--- src/rtl/logic_unit_arbiter.sv ---
// Round-robin arbiter sharing one bitwise logic unit among NREQ requesters,
// with a single-entry tagged result register and valid/ready backpressure.
//   state | meaning
//   EMPTY | result register holds nothing, any winner may be accepted
//   FULL  | result register holds rsp_data/rsp_id, refill only if drained
module logic_unit_arbiter #(
  parameter int NREQ  = 4,
  parameter int WIDTH = 32,
  parameter int IDW   = $clog2(NREQ)
) (
  input  logic                  clk,
  input  logic                  rst_n,
  input  logic [NREQ-1:0]       req_valid,
  output logic [NREQ-1:0]       req_ready,
  input  logic [NREQ*WIDTH-1:0] req_a,
  input  logic [NREQ*WIDTH-1:0] req_b,
  input  logic [NREQ*2-1:0]     req_op,
  output logic                  rsp_valid,
  input  logic                  rsp_ready,
  output logic [WIDTH-1:0]      rsp_data,
  output logic [IDW-1:0]        rsp_id,
  output logic [15:0]           busy_cycles
);

  typedef enum logic {EMPTY = 1'b0, FULL = 1'b1} state_e;

  state_e           state_q, state_d;
  logic [WIDTH-1:0] data_q, data_d;
  logic [IDW-1:0]   id_q, id_d;
  logic [IDW-1:0]   ptr_q, ptr_d;
  logic [15:0]      busy_q, busy_d;
  logic [IDW-1:0]   winner;
  logic             found;
  logic             can_accept;
  logic             xfer;
  logic [WIDTH-1:0] a_sel, b_sel, result;
  logic [1:0]       op_sel;

  // Search upward from ptr with wrap-around; first valid requester wins.
  always_comb begin : grant_search
    int idx;
    idx    = 0;
    winner = '0;
    found  = 1'b0;
    for (int k = 0; k < NREQ; k++) begin
      idx = int'(ptr_q) + k;
      if (idx >= NREQ) idx = idx - NREQ;
      if (!found && req_valid[idx]) begin
        found  = 1'b1;
        winner = IDW'(idx);
      end
    end
  end

  assign can_accept = (state_q == EMPTY) || rsp_ready;
  // Gating with rst_n keeps req_ready low while reset is asserted.
  assign xfer       = rst_n && found && can_accept;

  always_comb begin
    req_ready = '0;
    if (xfer) req_ready[winner] = 1'b1;
  end

  assign a_sel  = req_a[int'(winner)*WIDTH +: WIDTH];
  assign b_sel  = req_b[int'(winner)*WIDTH +: WIDTH];
  assign op_sel = req_op[int'(winner)*2 +: 2];

  always_comb begin
    result = '0;
    case (op_sel)
      2'b00:   result = a_sel & b_sel;
      2'b01:   result = a_sel | b_sel;
      2'b10:   result = a_sel ^ b_sel;
      default: result = ~(a_sel | b_sel);
    endcase
  end

  always_comb begin
    state_d = state_q;
    data_d  = data_q;
    id_d    = id_q;
    ptr_d   = ptr_q;
    busy_d  = busy_q;
    if (xfer) begin
      state_d = FULL;
      data_d  = result;
      id_d    = winner;
      ptr_d   = (winner == IDW'(NREQ - 1)) ? '0 : winner + 1'b1;
    end else if (state_q == FULL && rsp_ready) begin
      state_d = EMPTY;
    end
    if (state_q == FULL && !rsp_ready && busy_q != 16'hFFFF) begin
      busy_d = busy_q + 16'd1;
    end
  end

  always_ff @(posedge clk or negedge rst_n) begin
    if (!rst_n) begin
      state_q <= EMPTY;
      data_q  <= '0;
      id_q    <= '0;
      ptr_q   <= '0;
      busy_q  <= '0;
    end else begin
      state_q <= state_d;
      data_q  <= data_d;
      id_q    <= id_d;
      ptr_q   <= ptr_d;
      busy_q  <= busy_d;
    end
  end

  assign rsp_valid   = (state_q == FULL);
  assign rsp_data    = data_q;
  assign rsp_id      = id_q;
  assign busy_cycles = busy_q;

endmodule

--- config.mk ---
export PLATFORM = sky130hd
export DESIGN_NAME = logic_unit_arbiter
export DESIGN_NICKNAME = d
export VERILOG_FILES = /design/src/rtl/logic_unit_arbiter.sv
export SDC_FILE = /design/constraint.sdc
export NUM_CORES = 1
export LEC_CHECK = 0
export BUFFER_PORTS_ARGS = -buffer_cell sky130_fd_sc_hd__buf_2
export CORE_AREA = 2 2 125 127
export CTS_BUF_LIST = sky130_fd_sc_hd__clkbuf_8 sky130_fd_sc_hd__clkbuf_16
export DETAILED_ROUTE_END_ITERATION = 10
export DIE_AREA = 0 0 127 129
export GPL_ROUTABILITY_DRIVEN = 1
export PLACE_DENSITY = 0.78
export SLEW_MARGIN = 20
export SYNTH_ARGS = -nofsm -noshare
export SYNTH_HDL_FRONTEND = slang
export SYNTH_SLANG_ARGS = --single-unit
--- constraint.sdc ---
create_clock -name clk -period 2.8 [get_ports clk]
set_clock_uncertainty 0.1 [all_clocks]
set_input_delay 0.14 -clock clk [delete_from_list [all_inputs] [get_ports clk]]
set_output_delay 0.14 -clock clk [all_outputs]
set_load 0.05 [all_outputs]
### Word-level counts from Yosys, hierarchy flattened

Cells that the tools add are included.

| storage, ports and cells | value |
|---|---|
| register bits after elaboration | 53 |
| bits in latches | 0 |
| bits in writable memories | 0 |
| ROM bits | 0 |
| bits of input ports | 271 |
| output and inout port bits | 55 |
| memories | 0 |

| cells by class | value |
|---|---|
| $add $sub $neg | 9 |
| $mul | 0 |
| divide/modulo/power cells | 0 |
| magnitude comparators | 10 |
| equal/unequal tests | 4 |
| shifts and indexed selects | 3 |
| muxes and demuxes | 31 |
| bitwise operators | 5 |
| reduce and logical (&&, ||, !) cells | 16 |

Operator list:

| operator | count |
|---|---|
| $shiftx A128 B8 Y32 | 2 |
| $lt A32 B4 Y1 const B | 4 |
| $mux W32 | 4 |
| $pmux W32 S3 | 1 |
| $and A32 B32 Y32 | 1 |
| $not A32 Y32 | 1 |
| $or A32 B32 Y32 | 1 |
| $xor A32 B32 Y32 | 1 |
| $add A16 B1 Y16 const B | 1 |
| $ne A16 B16 Y1 const B | 1 |
| $mux W1 | 15 |
| $sub A3 B3 Y4 const B | 3 |
| $mux W2 | 5 |
| $ge A3 B3 Y1 const B | 3 |
| $logic_and A1 B1 Y1 | 9 |
| $bmux W1 S2 | 4 |
| $shiftx A8 B4 Y2 | 1 |
| $add A2 B2 Y3 const B | 2 |
| $eq A2 B2 Y1 const B | 2 |
| $logic_not A1 Y1 | 4 |
| $mux W4 | 1 |
| $sub A2 B3 Y4 const B | 1 |
| $add A2 B1 Y3 const B | 1 |
| $ge A2 B3 Y1 const B | 1 |
| 9 further kinds | 9 |

### Depth between registers and ports, before layout

Gate-level depths: netlist of run 1.

| logic depth | value |
|---|---|
| depth in word-level cells | 20 |
| mapped depth | 14 |
| mapped depth without buffers | 11 |

### Worst setup path before layout of run 1

Ideal clock, no wire load.

| timing | value |
|---|---|
| kind | register to register |
| start | register ptr_q[1] |
| end | register data_q[30], in the netlist rsp_data[30] |
| setup time | 0.123 ns |
| arrival | 2.621 ns |
| required time | 2.577 ns |
| path slack | -0.044 ns |
| stages on the path, launching flop included | 14 |
| path buffers | 3 |
| clock period less this slack | 2.844 ns |
| path through | dfrtp_1 -> nor2b_1 -> o21ai_0 -> and3_1 -> buf_4 -> buf_2 -> buf_2 -> mux2i_1 -> nand2_1 -> and2_1 -> inv_1 -> ha_1 -> mux2_4 -> o221a_1 |

| on the way | value |
|---|---|
| cells in the longest elaborated chain, start to end | 19 |
| elaborated cells on any way between the ends | 54 |

Ends and longest elaborated chain:

| item | RTL line | text |
|---|---|---|
| start, declared | 30 | `logic [IDW-1:0] ptr_q, ptr_d;` |
| start signal, assigned | 108 | `ptr_q <= ptr_d;` |
| parallel branches: the longest is 19 deep, another holds $sub A3 B3 Y4 | n/a |  |
| end signal, assigned | 106 | `data_q <= data_d;` |
| end, declared | 28 | `logic [WIDTH-1:0] data_q, data_d;` |

Several ways; the timed one is not identified. The select of a mux whose other input is x is not followed.
A chain may end at the register's enable or synchronous reset.

### Worst setup path after layout of run 1

| timing | value |
|---|---|
| start | register ptr_q[1] |
| end | register data_q[4], in the netlist rsp_data[4] |

The elaborated chain is that of the path after synthesis.

==> run metrics, run 1 <==
CTS max path bufs 2; Core Util, Final a little under three fifths; Post-DP HPWL between 15,000 and 20,000 µm; initial antenna violation count 0; XOR/XNOR Fraction of Synth Area about 6.5%; Leak just over 5 nW; vias in the first global route a little over 6,000; CTS sink cnt 53; crit end category register; Synth Area in Compound Gates 5.79%; CTS tree yes; die area 0.0164 mm²; Post-Synthesis Cells 772; share of layout cells above drive strength 1 between 30% and 40%; pwr/cell area 941 mW/mm²; Final Power 8.00 mW; fillers ~1,400; global placement routability congestion between 0.8 and 0.9; H-tree levels 2; Slew headroom around 53%; footprint of the multi-input gates roughly 0.0045 mm²; drt total wl around 19,000 µm; hold crit path type in2reg; commonest non-fill, non-tap cell in the layout buf_2; placeable core area around 0.015 mm²; max-cap viol count 0; critical path peak fanout 25; Crit. Startpoint ptr_q[1]$_DFFE_PN0P_; largest net degree at the start of global routing 54; vias between 6,000 and 7,000; dpl cell area about 0.008 mm²; Row Count 45; synth unique cells 38; Max Slew Vio Count 0; Pre-antenna DRT Iters 4; register area about 0.0013 mm²; critical path class reg2reg; multiplexer share of the synthesized area a little over a quarter; count of final setup violators 0; syn_nets around 1,100; largest family of logic cells by synthesized area multiplexers; GRT Util Overall 22.3%; Mapped Area around 0.0063 mm²; Post-synth EDFFs 0; Die H ~130 µm; clk root buf clkbuf_16; P&R area growth vs syn 34.2%; later-pin clock latency in the skew report 0.29 ns; async set-or-reset flop fraction in the synthesized netlist 100%; fin crit share a little over nine tenths; Peak VDD IR roughly 0.44 mV; post-route design area around 0.0085 mm²; starting DRC count in detailed routing ~190; Remaining Overflow, GRT 0; area fraction of the dominant cell type after synthesis between 20 and 30%; Synth warnings 0; port bufs between 300 and 400; post-route ant nets 0; Clk pin slew, worst setup/hold paths 0.07 ns; RSZ-0062 raised after global routing yes; hold wc startpoint req_valid[2]; DRC errors left 0; die width between 100 and 150 µm; diodes inserted 0; post-route minimum period around 2.7 ns; Startpoint Class register; Synth Area in Adders around 14%; sequential element share of the synthesized area a little over a fifth; I/O pin total about 330; highest clock rate around 370 MHz; WP data arrival ~2.8 ns; Initial Util between 40 and 50%; Avg Cell Area, Syn ~8.2 µm²; status completed; most frequent cells in the layout 325 x buf_2, 210 x nand2_1, 161 x mux2i_1; post-synthesis register bit count between 50 and 60; Slew @ Worst Pin approximately 0.7 ns; final net count 1,430; Simple-Gate Fraction of Synth Area about a fifth; top cells by area, synth mux2i_1 26%, dfrtp_1 21%, ha_1 14%; Final TNS setup 0 ns; Most used DFF post-synth dfrtp_1; RR Startpoint ptr_q[1]$_DFFE_PN0P_; Hold Fails Final Rpt 0; Worst Path Required 2.86 ns; first-pass GRT wire length 29,600 µm; CTS Buf Count 5; Via-to-Cell Ratio roughly 5.0; wire per inst between 10 and 15 µm; post-synth top area cell mux2i_1
==> critical path: stages (launching register included) <==
cell and delay (ns):
dfrtp_1 0.43, nor2b_1 0.17, and3_1 0.18, a211o_2 0.35
inv_2 0.18, buf_4 0.30, nand2_1 0.07, and2_1 0.20
inv_1 0.07, ha_1 0.22, mux2i_1 0.14, o221ai_1 0.13
==> cell families (layout without fill, tap and decap cells) <==
| kind of cell | count (synthesis) | in the layout |
|---|---|---|
| flip-flops | 53 | 53 |
| AO/OA/AOI/OAI | 43 | 43 |
| adder cells (fa/ha/maj) | 69 | 69 |
| AND/OR/NAND/NOR | 278 | 278 |
| buffers and inverters | 116 | 435 |
| multiplexers | 166 | 166 |
| XOR/XNOR | 47 | 47 |
==> metrics by stage <==
stage / hold WS, ns / instances / worst slack (ns)
floorplan: -0.256 / 772 / 0.0258
global placement: 0.236 / 1261 / 0.187
detailed placement: 0.249 / 1261 / 0.0749
CTS: 0.0881 / 1271 / 0.0553
global route: 0.105 / 1279 / -0.0304
finish: 0.0952 / 1279 / 0.109
==> power by group <==
group	total [mW]	switching, mW	leakage, nW	internal, mW
Sequential	1.25	0.197	0.674	1.05
Clock	0.718	0.297	0.0852	0.421
Combinational	6.04	3.64	4.40	2.40
==> worst paths after layout <==
kind                                          endpoint  slack [ns]  depth (start not counted)
setup / recovery               rsp_data[4]$_DFFE_PN0P_        0.11                         11
max in group asynchronous      rsp_data[1]$_DFFE_PN0P_        1.65                          3
hold / removal                   rsp_valid$_DFFE_PN0P_         0.1                          3
hold reg to reg               rsp_data[31]$_DFFE_PN0P_        0.38                          2
min in group asynchronous  busy_cycles[11]$_DFFE_PN0P_        0.49                          3
setup reg to reg               rsp_data[4]$_DFFE_PN0P_        0.11                         11
==> area by class of cell <==
class                      count  area share (%)
timing repair buffer         359            23.5
tap                          188            2.77
clock buffer                   5            1.47
clock inverter                 3           0.500
multi-input combinational    603            53.2
sequential                    53            15.6
inverter                      68            3.03
==> routing by layer <==
layer | GRT usage, % | wire length (µm)
met2 | 42.1 | 9740
met4 | 4.91 | 346
met3 | 3.08 | 902
met1 | 26.9 | 7880
met5 | 0 | 0
==> state kept, by name, summed over array words and instances, names as in the netlist <==
name,cells
rsp_id,2
rsp_valid,1
busy_cycles,16
rsp_data,32
ptr_q,2
==> Yosys cell counts (all sizes together), types with 2 or more instances <==
| cell | instances |
|---|---|
| and2 | 36 |
| and3 | 4 |
| buf | 38 |
| clkbuf | 10 |
| dfrtp | 53 |
| ha | 69 |
| inv | 67 |
| mux2 | 2 |
| mux2i | 164 |
| nand2 | 210 |
| nand2b | 2 |
| nand3 | 3 |
| nand3b | 2 |
| nand4 | 3 |
| nor2 | 11 |
| o21ai | 4 |
| o221ai | 32 |
| o31ai | 2 |
| or2 | 3 |
| xnor2 | 8 |
| xor2 | 39 |
==> timing repair <==
item                                    4_1_cts  5_1_grt
setup buffers                                 0        8
resized for setup                             0        5
endpoints found under the hold margin        54        0
hold buffers                                  2        0
endpoints found under the setup margin        0       27
(Power assumes the default switching activity.)
==> run 2, diff against run 1 <==
clock period = 2.39 ns   (was 2.8 ns; I/O delays follow)
==> run 2 against run 1 <==
- the flow now finishes with violations (negative setup slack)
- global-route usage is 1.9 points higher
- first-iteration DRC count grew 51%
- core utilization up 3.9 points
- clock power increased by 5.4%
- count of clock-buffer cells in the layout unchanged
- power up 29%
- register-to-register slack got worse by 0.29 ns
- routed wire length up 11%
- critical path type unchanged
- largest cell class unchanged
==> run metrics, run 2 (synthesis results as in run 1) <==
initial antenna violation count 0; vias between 6,000 and 7,000; Row Count between 40 and 50; first-pass GRT wire length approximately 32,000 µm; CTS sink cnt between 50 and 60; Leak between 5 and 6 nW; Final TNS setup -4.31 ns; CTS tree yes; CP Buf/Inv Count 4; die area 0.0164 mm²; CTS Buf Count 5; post-route ant nets 0; I/O pin total about 330; crit end category register; max reg flops 32; commonest non-fill, non-tap cell in the layout buf_2; max-cap viol count 0; GRT Util Overall between 20% and 30%; worst-path cell chain buf_4 > buf_4 > o221ai_2 > a211o_2 > buf_6 > mux2i_4 > mux2i_4 > buf_12 > mux2_4 > o221a_1; Initial Util 42.3%; RSZ-0062 raised after global routing yes; vias in the first global route 6,533; Via-to-Cell Ratio around 5.1; die width roughly 130 µm; Pre-antenna DRT Iters 7; Hold Fails Final Rpt 0; Worst Path Required approximately 2.5 ns; most frequent cells in the layout 321 x buf_2, 203 x nand2_1, 157 x mux2i_1; pwr/cell area 1130 mW/mm²; CP delay by family, top multiplexers; fin crit share 108%; H-tree levels 2; share of layout cells above drive strength 1 about two fifths; largest net degree at the start of global routing between 50 and 60; wire per inst approximately 16 µm; register area between 0.001 and 0.0015 mm²; port bufs ~330; Slew headroom 51.2%; drt total wl around 21,000 µm; Startpoint Class register; global placement routability congestion around 0.86; pre-CTS WS -0.142 ns; footprint of the multi-input gates 0.00460 mm²; hold crit path type in2reg; Remaining Overflow, GRT 0; violated checks negative setup slack; status finished with violations; clk root buf clkbuf_16; WP data arrival between 2 and 3 ns; final worst setup slack -0.182 ns; P&R area growth vs syn 43.5%; DRC errors left 0; count of final setup violators 32; Clk pin slew, worst setup/hold paths ~0.080 ns; Post-DP HPWL 16,400 µm; CTS max path bufs 2; highest clock rate a little under 400 MHz; fillers around 1,300; Max Slew Vio Count 0; diodes inserted 0; critical path class reg2reg; placeable core area around 0.015 mm²; Slew @ Worst Pin 0.731 ns; post-route minimum period between 2 and 3 ns; critical path peak fanout 8; CP peak stage delay roughly 0.4 ns; starting DRC count in detailed routing roughly 280; later-pin clock latency in the skew report about 0.29 ns; Die H 129 µm; CP max stage cell dfrtp_1; Peak VDD IR 0.464 mV; final net count ~1,500
==> run 2: cell count changes in the layout (fill, tap and decap cells not counted), sizes merged <==
cell,delta
inv,-1
bufinv,-1
clkbuf,+2
clkinvlp,+2
buf,+34
==> run 2: what timing repair did <==
item / in CTS / in global routing
cloned: 3 / 3
resized for setup: 34 / 28
buffers inserted: 9 / 5
hold buffers: 2 / 0
setup endpoints to repair: 36 / 36
pin swaps: 6 / 1
hold endpoints to repair: 54 / 0
==> run 2: path summary, 6_finish.rpt <==
check	start	end	slack (ns)	cells after the start
setup / recovery	ptr_q[1]$_DFFE_PN0P_	rsp_data[30]$_DFFE_PN0P_	-0.18	10
hold / removal	req_valid[2]	rsp_valid$_DFFE_PN0P_	0.07	3
setup reg to reg	ptr_q[1]$_DFFE_PN0P_	rsp_data[30]$_DFFE_PN0P_	-0.18	10
hold reg to reg	rsp_data[19]$_DFFE_PN0P_	rsp_data[19]$_DFFE_PN0P_	0.38	2
max in group asynchronous	rst_n	rsp_data[12]$_DFFE_PN0P_	1.23	3
min in group asynchronous	rst_n	busy_cycles[9]$_DFFE_PN0P_	0.46	3
==> run 2: layer usage <==
layer	track usage, %	vias up	routed length, µm
li1	-	3260	-
met3	3.20	24	1130
met4	4.33	0	303
met2	47.9	252	11400
met1	27.8	3138	8150
met5	0	-	0
==> run 2: through the flow <==
| step | power [mW] | cells | area [µm²] | hold WS (ns) | utilization (%) |
|---|---|---|---|---|---|
| after floorplan | 6.85 | 772 | 6440 | -0.276 | - |
| after global placement | 8.60 | 1286 | 8490 | 0.211 | 56.7 |
| after detailed placement | 8.83 | 1286 | 8490 | 0.221 | 56.7 |
| after CTS | 10.1 | 1308 | 8940 | 0.0447 | 59.7 |
| after global routing | 11.2 | 1315 | 9090 | 0.0906 | 60.7 |
| final | 10.3 | 1315 | 9090 | 0.0660 | 60.7 |
==> run 2: cell type report <==
type,count,area share [%]
Timing Repair Buffer,395,27.6
Clock inverter,3,0.289
Inverter,68,2.95
Multi-Input combinational cell,603,50.6
Clock buffer,5,1.38
Sequential cell,53,14.6
Tap cell,188,2.59
==> run 2: report_power, final <==
group	switching [mW]	internal (mW)
Sequential	0.229	1.23
Clock	0.361	0.397
Combinational	4.59	3.50
Total	5.18	5.12
==> run 2: tightest hold or removal path, cell delays in order <==
cell	delay (ns)
buf_2	0.12
o41ai_1	0.10
o21ai_0	0.08
==> run 3, diff against run 2 <==
ABC_AREA = 1   (was default)
CORE_AREA = default   (was 2 2 125 127)
CORE_UTILIZATION = 45   (was default)
DIE_AREA = default   (was 0 0 127 129)
PLACE_DENSITY = 0.85   (was 0.78)
==> run 3 against run 2 <==
- the run still ends with negative setup slack left
- critical endpoint is now rsp_data[11]$_DFFE_PN0P_
- first-iteration DRC count grew 130%
- cell count up 42%
- global-route usage is 9.2 points higher
- hold slack lost 0.026 ns
- synthesized cell count grew 62%
==> run metrics, run 3 <==
WP data arrival 3.19 ns; largest net degree at the start of global routing 54; later-pin clock latency in the skew report about 0.29 ns; post-synthesis register bit count between 50 and 60; Remaining Overflow, GRT 0; syn_nets roughly 1,600; die area between 0.015 and 0.02 mm²; most frequent cells in the layout 357 x nand2_1, 321 x buf_2, 172 x inv_1; pre-CTS WS -0.715 ns; Post-DP HPWL 22,600 µm; most frequent cell after synthesis nand2_1; Mapped Area 0.00776 mm²; Synth warnings 0; global placement routability congestion around 0.95; highest clock rate 323 MHz; drt total wl roughly 32,000 µm; synth unique cells 33; Clk pin slew, worst setup/hold paths 0.07 ns; area fraction of the dominant cell type after synthesis between 10% and 20%; top cells by area, synth nand2_1 19%, dfrtp_1 17%, ha_1 11%; Avg Cell Area, Syn between 6 and 7 µm²; Hold Fails Final Rpt 0; async set-or-reset flop fraction in the synthesized netlist 100%; first-pass GRT wire length 46,900 µm; multiplexer share of the synthesized area 0%; Most used DFF post-synth dfrtp_1; post-synth top area cell nand2_1; post-route minimum period slightly above 3 ns; Initial Util between 40 and 50%; I/O pin total around 330; Core Util, Final between 70 and 80%; fin crit share 129%; CTS max path bufs 2; GRT Util Overall between 30% and 40%; Post-Synthesis Cells 1,249; Row Count 47; clk root buf clkbuf_16; commonest non-fill, non-tap cell in the layout nand2_1; crit end category register; DRC errors left 0; Slew headroom a little over 50%; max reg flops 32; port bufs approximately 330; Final TNS setup -20.69 ns; Post-synth EDFFs 0; CTS sink cnt 53; wire per inst approximately 17 µm; Via-to-Cell Ratio 5.38; die width 133 µm; violated checks negative setup slack; Inst Count DP about 1,800; placeable core area 0.0167 mm²; Pre-antenna DRT Iters 6; CTS tree yes; critical path peak fanout 11; count of final setup violators 37; vias in the first global route approximately 9,600; CTS Buf Count 5; XOR/XNOR Fraction of Synth Area about 1.5%; sequential element share of the synthesized area 17.1%; Slew @ Worst Pin about 0.74 ns; starting DRC count in detailed routing roughly 640; final net count slightly below 2,000; share of layout cells above drive strength 1 42.6%; Worst Path Required approximately 2.5 ns; max-cap viol count 0; critical path class reg2reg; hold crit path type in2reg; Synth top cells by count 391 x nand2_1, 172 x inv_1, 127 x nand3_1; largest family of logic cells by synthesized area simple AND/OR/NAND/NOR gates; status finished with violations; Synth Area in Compound Gates 14.5%; Startpoint Class register; fin cells around 1,900; final worst setup slack -0.705 ns; post-route ant nets 0; RSZ-0062 raised after global routing yes; Max Slew Vio Count 0; vias 10,059; Die H between 100 and 150 µm; H-tree levels 2; initial antenna violation count 2; Synth Area in Adders between 10 and 15%; Simple-Gate Fraction of Synth Area roughly two fifths; P&R area growth vs syn 50.9%
[run 3: cell count changes in the layout (fill, tap and decap cells not counted), sizes merged, moves of 8 or more]
cell / delta
mux2i: -164
nor2: +36
nand3b: +8
o221ai: -32
a32oi: +64
nand2: +189
inv: +183
or2: +62
a21oi: +34
xor2: -33
o21ai: +23
and2: -36
buf: +66
nand3: +129
[run 3: repair_timing]
| item | CTS | global route |
|---|---|---|
| endpoints found under the hold margin | 53 | 0 |
| endpoints found under the setup margin | 38 | 38 |
| gates cloned | 8 | 5 |
| pin swaps | 23 | 20 |
| hold buffers | 1 | 0 |
| setup buffers | 13 | 15 |
| resized for setup | 54 | 56 |
[run 3: critical path, stage by stage (launching register included)]
cell and delay (ns):
dfrtp_2 0.43, buf_6 0.14, inv_8 0.07, nand2_2 0.05, nand2_2 0.09, nand2_2 0.06, nand2_2 0.09, nand2_4 0.07
nand3_4 0.12, nand3_4 0.19, buf_4 0.21, buf_6 0.14, or2_0 0.23, a32oi_2 0.29, ha_1 0.29, o21ai_2 0.15
nand3_1 0.12, nand2_1 0.08, nand2_1 0.04
[run 3: path summary, 6_finish.rpt]
path,slack (ns),startpoint,to,cells past startpoint
max in group asynchronous,1.18,rst_n,ptr_q[0]$_DFFE_PN0P_,3
min,0.04,rsp_ready,rsp_valid$_DFFE_PN0P_,4
max reg2reg,-0.70,ptr_q[0]$_DFFE_PN0P_,rsp_data[11]$_DFFE_PN0P_,18
max,-0.70,ptr_q[0]$_DFFE_PN0P_,rsp_data[11]$_DFFE_PN0P_,18
min in group asynchronous,0.48,rst_n,busy_cycles[14]$_DFFE_PN0P_,3
min reg2reg,0.38,rsp_data[15]$_DFFE_PN0P_,rsp_data[15]$_DFFE_PN0P_,2
[run 3: area by class of cell]
type	instances	area [µm²]
inverters	249	955
repair inverters	1	6.26
clock buffers	5	125
multi-input cells	874	5760
fillers	1291	4990
flip-flops and latches	53	1330
repair buffers	464	3240
clock inverters	3	11.3
diodes	2	5.00
well taps	220	275
[run 3: stage by stage]
stage | area, µm² | hold WS [ns]
detailed placement | 10600 | 0.296
global placement | 10600 | 0.292
floorplan | 8160 | -0.276
CTS | 11300 | 0.0308
finish | 11700 | 0.0397
global route | 11700 | 0.0824
[run 3: layer usage]
metal	vias to the layer above	part of all wire [%]	global-route usage (%)
li1	4703	-	-
met1	4641	39	40.8
met2	574	48	58.2
met3	141	8.4	4.76
met4	0	4.9	14.1
met5	-	0	0
[run 3: cell families after synthesis]
family,Yosys count
fa+ha+maj,69
buf+inv,323
xor+xnor,13
simple gates,666
compound gates,125
flops,53
Power of run 3 is not shown: default switching activity piles up to over one toggle a cycle in this logic, so the estimate is an artifact.
